$ cat config.mk
export PLATFORM = sky130hd
export DESIGN_NAME = md_div_ctrl
export DESIGN_NICKNAME = d
export VERILOG_FILES = /design/src/rtl/md_div_ctrl.sv
export SDC_FILE = /design/constraint.sdc
export NUM_CORES = 1
export LEC_CHECK = 0
export CORE_MARGIN = 3
export CORE_UTILIZATION = 40
export CTS_CLUSTER_DIAMETER = 40
export CTS_CLUSTER_SIZE = 16
export DETAILED_ROUTE_END_ITERATION = 8
export PLACE_DENSITY_LB_ADDON = 0.15
export SLEW_MARGIN = 10
export SYNTH_ARGS = -nofsm -noshare
export SYNTH_HDL_FRONTEND = slang
export SYNTH_SLANG_ARGS = --single-unit
export TNS_END_PERCENT = 20
$ cat constraint.sdc
create_clock -name clk_i -period 4 [get_ports clk_i]
set_input_delay 0.8 -clock clk_i [delete_from_list [all_inputs] [get_ports clk_i]]
set_output_delay 0.8 -clock clk_i [all_outputs]
set_load 0.03 [all_outputs]
$ cat src/rtl/md_div_ctrl.sv
// Multi-cycle divide sequencer for DIV/DIVU/REM/REMU in the EX stage.
// Radix-2 restoring divide on magnitudes, followed by a sign-fix cycle.
module md_div_ctrl #(
  parameter int XLEN  = 32,
  parameter int CNT_W = $clog2(XLEN)
) (
  input  logic            clk_i,
  input  logic            rst_i,
  input  logic            start_i,
  input  logic [2:0]      funct3_i,
  input  logic [XLEN-1:0] rs1_i,
  input  logic [XLEN-1:0] rs2_i,
  input  logic            flush_i,
  output logic            busy_o,
  output logic            done_o,
  output logic [XLEN-1:0] result_o
);

  typedef enum logic [1:0] {IDLE, CALC, FIX, DONE} state_e;

  localparam logic [XLEN-1:0]  MIN_INT  = {1'b1, {(XLEN-1){1'b0}}};
  localparam logic [CNT_W-1:0] LAST_CNT = CNT_W'(XLEN - 1);

  state_e            state_q, state_d;
  logic [CNT_W-1:0]  cnt_q, cnt_d;
  logic [XLEN-1:0]   dvd_q, dvd_d;
  logic [XLEN-1:0]   dsr_q, dsr_d;
  logic [XLEN-1:0]   rem_q, rem_d;
  logic [XLEN-1:0]   quo_q, quo_d;
  logic [XLEN-1:0]   result_q, result_d;
  logic              negQ_q, negQ_d;
  logic              negR_q, negR_d;
  logic              isRem_q, isRem_d;

  logic              isSigned;
  logic              accept;
  logic [XLEN:0]     remWide;
  logic [XLEN:0]     diff;
  logic [XLEN-1:0]   quoFixed;
  logic [XLEN-1:0]   remFixed;

  assign isSigned = ~funct3_i[0];
  assign accept   = start_i & funct3_i[2] & ~flush_i;

  // One extra bit on the partial remainder so the trial subtract never drops a carry.
  assign remWide  = {rem_q, dvd_q[XLEN-1]};
  assign diff     = remWide - {1'b0, dsr_q};
  assign quoFixed = negQ_q ? -quo_q : quo_q;
  assign remFixed = negR_q ? -rem_q : rem_q;

  always_ff @(posedge clk_i) begin
    if (rst_i) begin
      state_q  <= IDLE;
      cnt_q    <= '0;
      dvd_q    <= '0;
      dsr_q    <= '0;
      rem_q    <= '0;
      quo_q    <= '0;
      result_q <= '0;
      negQ_q   <= 1'b0;
      negR_q   <= 1'b0;
      isRem_q  <= 1'b0;
    end else begin
      state_q  <= state_d;
      cnt_q    <= cnt_d;
      dvd_q    <= dvd_d;
      dsr_q    <= dsr_d;
      rem_q    <= rem_d;
      quo_q    <= quo_d;
      result_q <= result_d;
      negQ_q   <= negQ_d;
      negR_q   <= negR_d;
      isRem_q  <= isRem_d;
    end
  end

  always_comb begin
    state_d  = state_q;
    cnt_d    = cnt_q;
    dvd_d    = dvd_q;
    dsr_d    = dsr_q;
    rem_d    = rem_q;
    quo_d    = quo_q;
    result_d = result_q;
    negQ_d   = negQ_q;
    negR_d   = negR_q;
    isRem_d  = isRem_q;

    case (state_q)
      IDLE: begin
        if (accept) begin
          isRem_d = funct3_i[1];
          negQ_d  = isSigned & (rs1_i[XLEN-1] ^ rs2_i[XLEN-1]);
          negR_d  = isSigned & rs1_i[XLEN-1];
          dvd_d   = (isSigned && rs1_i[XLEN-1]) ? -rs1_i : rs1_i;
          dsr_d   = (isSigned && rs2_i[XLEN-1]) ? -rs2_i : rs2_i;
          rem_d   = '0;
          quo_d   = '0;
          cnt_d   = '0;
          // Divide-by-zero and signed overflow skip the loop with architectural results.
          if (rs2_i == '0) begin
            result_d = funct3_i[1] ? rs1_i : '1;
            state_d  = DONE;
          end else if (isSigned && rs1_i == MIN_INT && rs2_i == '1) begin
            result_d = funct3_i[1] ? '0 : MIN_INT;
            state_d  = DONE;
          end else begin
            state_d  = CALC;
          end
        end
      end
      CALC: begin
        dvd_d = {dvd_q[XLEN-2:0], 1'b0};
        if (!diff[XLEN]) begin
          rem_d = diff[XLEN-1:0];
          quo_d = {quo_q[XLEN-2:0], 1'b1};
        end else begin
          rem_d = remWide[XLEN-1:0];
          quo_d = {quo_q[XLEN-2:0], 1'b0};
        end
        cnt_d = cnt_q + CNT_W'(1);
        if (cnt_q == LAST_CNT) begin
          state_d = FIX;
        end
      end
      FIX: begin
        result_d = isRem_q ? remFixed : quoFixed;
        state_d  = DONE;
      end
      DONE: begin
        state_d = IDLE;
      end
      default: begin
        state_d = IDLE;
      end
    endcase

    if (flush_i) begin
      state_d = IDLE;
    end
  end

  assign busy_o   = (state_q != IDLE);
  assign done_o   = (state_q == DONE);
  assign result_o = result_q;

endmodule
# Yosys cells after proc, flatten, opt, wreduce, memory -nomap -nowiden
# Cells that the tools add are included.
[word_totals] in_bits=71 ff_bits=170 output_inout_bits=34
[classes] reduce_logical=14 mux=25 bitwise=7 n_addsub=6 n_eq_ne=9
[op_table] op="2-to-1 mux 32 bit" count=13
[op_table] op="case mux 32 bit (2 select lines)" count=4
[op_table] op="negation 32 bit" count=4
[op_table] op="== test 32 bit, second input constant" count=2
[op_table] op="subtractor 33 x 32 -> 33 bit" count=1
[op_table] op="zero test 32 bit" count=1
[op_table] op="case mux 5 bit (2 select lines)" count=1
[op_table] op="2-to-1 mux 2 bit" count=4
[op_table] op="case mux 2 bit (4 select lines)" count=1
[op_table] op="AND reduction 2 bit" count=3
[op_table] op="nonzero test 2 bit" count=3
[op_table] op="adder 5 x 1 -> 5 bit, second input constant" count=1
[op_table] op="== test 5 bit, second input constant" count=1
[op_table] op="2-to-1 mux 5 bit" count=1
[op_table] op="AND 1 bit" count=4
[op_table] op="== test 2 bit, second input constant" count=2
[op_table] op="logical AND 1 bit" count=4
[op_table] op="!= test 2 bit, second input constant" count=2
[op_table] op="!= test 3 bit, second input constant" count=1
[op_table] op="AND reduction 3 bit" count=1
[op_table] op="== test 2 x 1 -> 1 bit, second input constant" count=1
[op_table] op="zero test 2 bit" count=1
[op_table] op="inverter 1 bit" count=2
[op_table] op="OR reduction 2 bit" count=1
[op_table] op="2 further kinds" count=2

# Depth between registers and ports, before layout
[logic_depth] ltp_word=7 depth_mapped=13 ltp_nobuf=12

# Worst setup path before layout
# OpenSTA, ideal clock, no wires.
[synth_timing] path_type="input to register" from="input rs2_i[0]" to="register result_q[31] (netlist: result_o[31])" n_path_buf=2 arrival_time_ns=3.249 t_required_ns=3.930 path_stages=12 setup_ns=0.070 setup_slack_ns=0.681 path_cell_list="inv_1 ha_1 or4b_4 nor4_4 nand4_1 or3_1 buf_2 o41ai_4 a22oi_2 buf_6 or3_1 a21oi_1"
[synth_via] elab_chain_len=4 elab_cells_between_ends=8
[synth_rtl] element="from (decl)" line="12" rtl="input logic [XLEN-1:0] rs2_i,"
[synth_rtl] element="== test 32 bit / zero test 32 bit (equally long branches)" line="104, 101"
[synth_rtl] element="logical AND 1 bit / 2-to-1 mux 32 bit (equally long branches)" line="104, 101"
[synth_rtl] element="!= test 3 bit (no line) / 2-to-1 mux 32 bit (equally long branches)"
[synth_rtl] element="AND reduction 3 bit (no line) / case mux 32 bit (2 select lines) (equally long branches)"
[synth_rtl] element="to (signal assigned)" line="70" rtl="result_q <= result_d;"
[synth_rtl] element="to (decl)" line="30" rtl="logic [XLEN-1:0] result_q, result_d;"
# Parallel ways exist; a longest one is shown, timed or not. The select of a mux whose other input is x is not followed.
# A chain may end at the register's enable or synchronous reset.

# Worst setup path in the final report
[layout_timing] from="register dvd_q[31]" to="register rem_q[24]"
[layout_via] elab_chain_len=3
[layout_rtl] element="from (decl)" line="26" rtl="logic [XLEN-1:0] dvd_q, dvd_d;"
[layout_rtl] element="from (signal assigned)" line="66" rtl="dvd_q <= dvd_d;"
[layout_rtl] element="subtractor 33 x 32 -> 33 bit" line="47" rtl="assign diff = remWide - {1'b0, dsr_q};"
[layout_rtl] element="2-to-1 mux 32 bit" line="114" rtl="if (!diff[XLEN]) begin"
[layout_rtl] element="case mux 32 bit (2 select lines)" line="89" rtl="case (state_q)"
[layout_rtl] element="to (signal assigned)" line="68" rtl="rem_q <= rem_d;"
[layout_rtl] element="to (decl)" line="28" rtl="logic [XLEN-1:0] rem_q, rem_d;"
# No other way between the ends.

==> summary.md <==
| Metric | Value |
|---|---|
| Reg2Reg Setup Slack | `0.40 ns` |
| Dpl ws | `0.02567 ns` |
| Routed Antenna Nets | `0` |
| CTS H-tree depth | `4` |
| Crit. End Element | `flip-flop` |
| Row cnt | `61` |
| Clk_skew | `0.01528 ns` |
| Setup tns final | `0 ns` |
| Fillers | `2833` |
| Area growth syn-to-layout | `18.37%` |
| Total CTS buffers | `17` |
| Grt ovf | `0` |
| Chip Width | `175.8 um` |
| GRT Resource Usage Total | `between 20% and 30%` |
| Hold crit path type | `reg -> reg` |
| RR Endpoint | `rem_q[24]` |
| Synth Register Bits | `170` |
| Post-Synth Adder-Cell Area | `4.948%` |
| DRC | `0` |
| DR iter-0 viols | `between 1000 and 1500` |
| CP required | `4.28 ns` |
| Static leakage | `5.193 nW` |
| Synth top area share | `approximately 30%` |
| Setup CP Type | `reg -> reg` |
| CTS resizes | `0` |
| First-pass GRT wire length | `54740 um` |
| Die span in y | `175.8 um` |
| Reg2Reg Depth | `13` |
| IO Port Bufs | `104` |
| Fin crit period | `between 3 and 4 ns` |
| Clock-pin slew on the worst setup and hold paths | `0.07 ns` |
| Period utilisation layout | `89.92%` |
| Detailed Route WL | `33830 um` |
| Max-slew violations | `0` |
| DR pass1 iterations | `5` |
| Pwr per Cell Area | `297.6 nW/um^2` |
| Synth Flop Type | `dfxtp_1` |
| Skew-Pair Late Insertion Delay | `about 0.44 ns` |
| Vias in the first global route | `between 10000 and 15000` |
| Final net count | `1724` |
| Unrepaired setup endpoints after global routing | `false` |
| Vias/cell | `5.522` |
| Setup ws final | `just over 0.4 ns` |
| Final std cells w/o fill | `~2000` |
| Number of instances in the placed design | `1967` |
| Average cell area after synthesis | `7.516 um^2` |
| Max Cap Viol | `0` |
| Count of different cell masters after synthesis | `70` |
| Hold-fix buffers, CTS | `0` |
| Sequential area share after synthesis | `29.52%` |
| Mapped Cells | `1534` |
| Initial antenna violation count | `0` |
| Cell type with the highest aggregate area in the netlist | `dfxtp_1` |
| Clock tree buffer depth | `2` |
| Slew @ Worst Pin | `0.9868 ns` |
| Mapped Area | `11530 um^2` |
| Wire length per cell | `16.92 um` |
| Hpwl dp | `25310 um` |
| Worst vdd ir | `0.2451 mV` |
| Via count | `around 11000` |
| CTS Sinks | `170` |
| Crit path launch | `dvd_q[31]` |
| CP Launch Type | `flip-flop` |
| Final setup vio count | `0` |
| Synth Area in Simple Gates | `21.05%` |
| Outcome | `complete, no violations` |
| Number of flops mapped to enable cells by yosys | `0` |
| WP data arrival | `3.87 ns` |
| Fin. Hold Viols | `0` |
| Synth area leaders | `dfxtp_1 30%, nand2_1 6.7%, xnor2_1 6.5%` |
| CTS tree | `built` |
| Die area | `30900 um^2` |
| Antenna diodes | `0` |
| Worst Setup EP | `rem_q[24]` |
| IO Pins | `105` |
| Combinational family with the most area after synthesis | `compound AO/OA/AOI/OAI gates` |
| Multiplexer area fraction after synthesis | `approximately 2.6%` |
| Core ar. | `28090 um^2` |
| Commonest non-fill, non-tap cells in the layout | `207 x nand2_1, 170 x dfxtp_1, 156 x nor2_1` |
| Largest net degree at the start of global routing | `roughly 100` |
| Compound-cell area share of the yosys netlist | `25.40%` |
| Synthesized net count | `1650` |
| Post-CTS Setup Bufs | `0` |
| RePlAce Congestion | `0.8728` |
| Initial Utilization | `between 40% and 50%` |
| Most common cell after layout, fill and taps aside | `nand2_1` |
| Worst slew margin | `roughly 34%` |
| Crit-path max FO | `28` |
| Worst R2R Start | `dvd_q[31]` |
| Yosys Warn Count | `0` |
| Fraction of layout cells with a size suffix above 1 | `just over 6%` |
| Peak Freq | `278.0 MHz` |
| Post-synthesis async set-or-reset flop share | `0%` |
| Root Buffer | `clkbuf_16` |
| XOR/XNOR Fraction of Synth Area | `11.08%` |
logic make-up (layout without fill, tap and decap cells):
group,after synthesis,after routing
AND/OR/NAND/NOR,527,527
AO/OA/AOI/OAI,458,458
flip-flops,170,170
buffers and inverters,159,246
XOR/XNOR,145,145
adder cells (fa/ha/maj),45,45
multiplexers,30,30
worst min path at each step:
stage               depth (start not counted)  startpoint  slack (ns)   endpoint
finish                                      2   dvd_q[19]        0.45  dvd_q[19]
CTS                                         2   dvd_q[16]        0.46  dvd_q[16]
global route                                2    dvd_q[3]        0.47   dvd_q[3]
global placement                            2   dvd_q[29]        0.44  dvd_q[29]
detailed placement                          2    dvd_q[4]        0.44   dvd_q[4]
floorplan                                   2   dvd_q[29]        0.43  dvd_q[29]
report_power, final:
part	switching, mW	internal [mW]
Clock	0.777	0.887
Combinational	0.378	0.279
Sequential	0.0185	1.72
Total	1.17	2.89
worst max-delay path, stage by stage, from the launching register on:
cell and delay (ns):
dfxtp_1 0.33, inv_1 0.07, ha_1 0.23, fa_1 0.40
nand2b_1 0.19, a21oi_1 0.23, o21ai_0 0.21, a21oi_1 0.37
a2bb2oi_1 0.12, a31oi_1 0.43, xnor2_4 0.25, buf_12 0.26
mux2i_1 0.26, o21ai_0 0.11
synthesized netlist by cell type, drive strengths merged (14+ instances only):
cell type / n
a211oi: 38
a21oi: 117
a22oi: 35
buf: 14
clkbuf: 79
dfxtp: 170
ha: 44
inv: 66
mux2i: 29
nand2: 208
nand2b: 18
nand4: 17
nor2: 157
nor3: 38
nor4: 16
o211ai: 20
o21ai: 118
o31ai: 23
o41ai: 16
or3: 15
or4: 15
xnor2: 87
xor2: 58
per-layer routing:
| layer | track usage [%] | vias up | part of all wire (%) |
|---|---|---|---|
| met5 | 0 | - | 0 |
| met4 | 4.553 | 0 | 1.3 |
| met3 | 3.113 | 30 | 4.3 |
| met2 | 35.92 | 265 | 46 |
| met1 | 29.99 | 5113 | 48 |
| li1 | - | 5631 | - |
flip-flops by register name, indices dropped and copies added, names as in the netlist:
name and count:
dvd_q 32, isRem_q 1, result_o 32, negQ_q 1, dsr_q 32, cnt_q 5
negR_q 1, rem_q 32, state_q 2, quo_q 32
stage by stage:
stage / power [mW] / hold slack, ns / utilization, % / cell area (um^2)
finish: 4.062 / 0.4550 / 48.59 / 13650
global route: 4.237 / 0.4714 / 48.59 / 13650
CTS: 4.097 / 0.4552 / 48.59 / 13650
detailed placement: 2.432 / 0.4448 / 46.51 / 13060
global placement: 2.428 / 0.4381 / 46.51 / 13060
floorplan: 2.195 / 0.4268 / - / 11530
layout make-up:
class	count	area [um^2]	share of cell area, %
inverters	66	247.7	1.815
flip-flops and latches	170	3403	24.94
clock inverters	14	155.1	1.137
multi-input cells	1205	7546	55.29
well taps	378	473.0	3.465
repair buffers	148	1394	10.21
clock buffers	18	429.2	3.144
No activity file was read; power rests on OpenSTA's default activity.
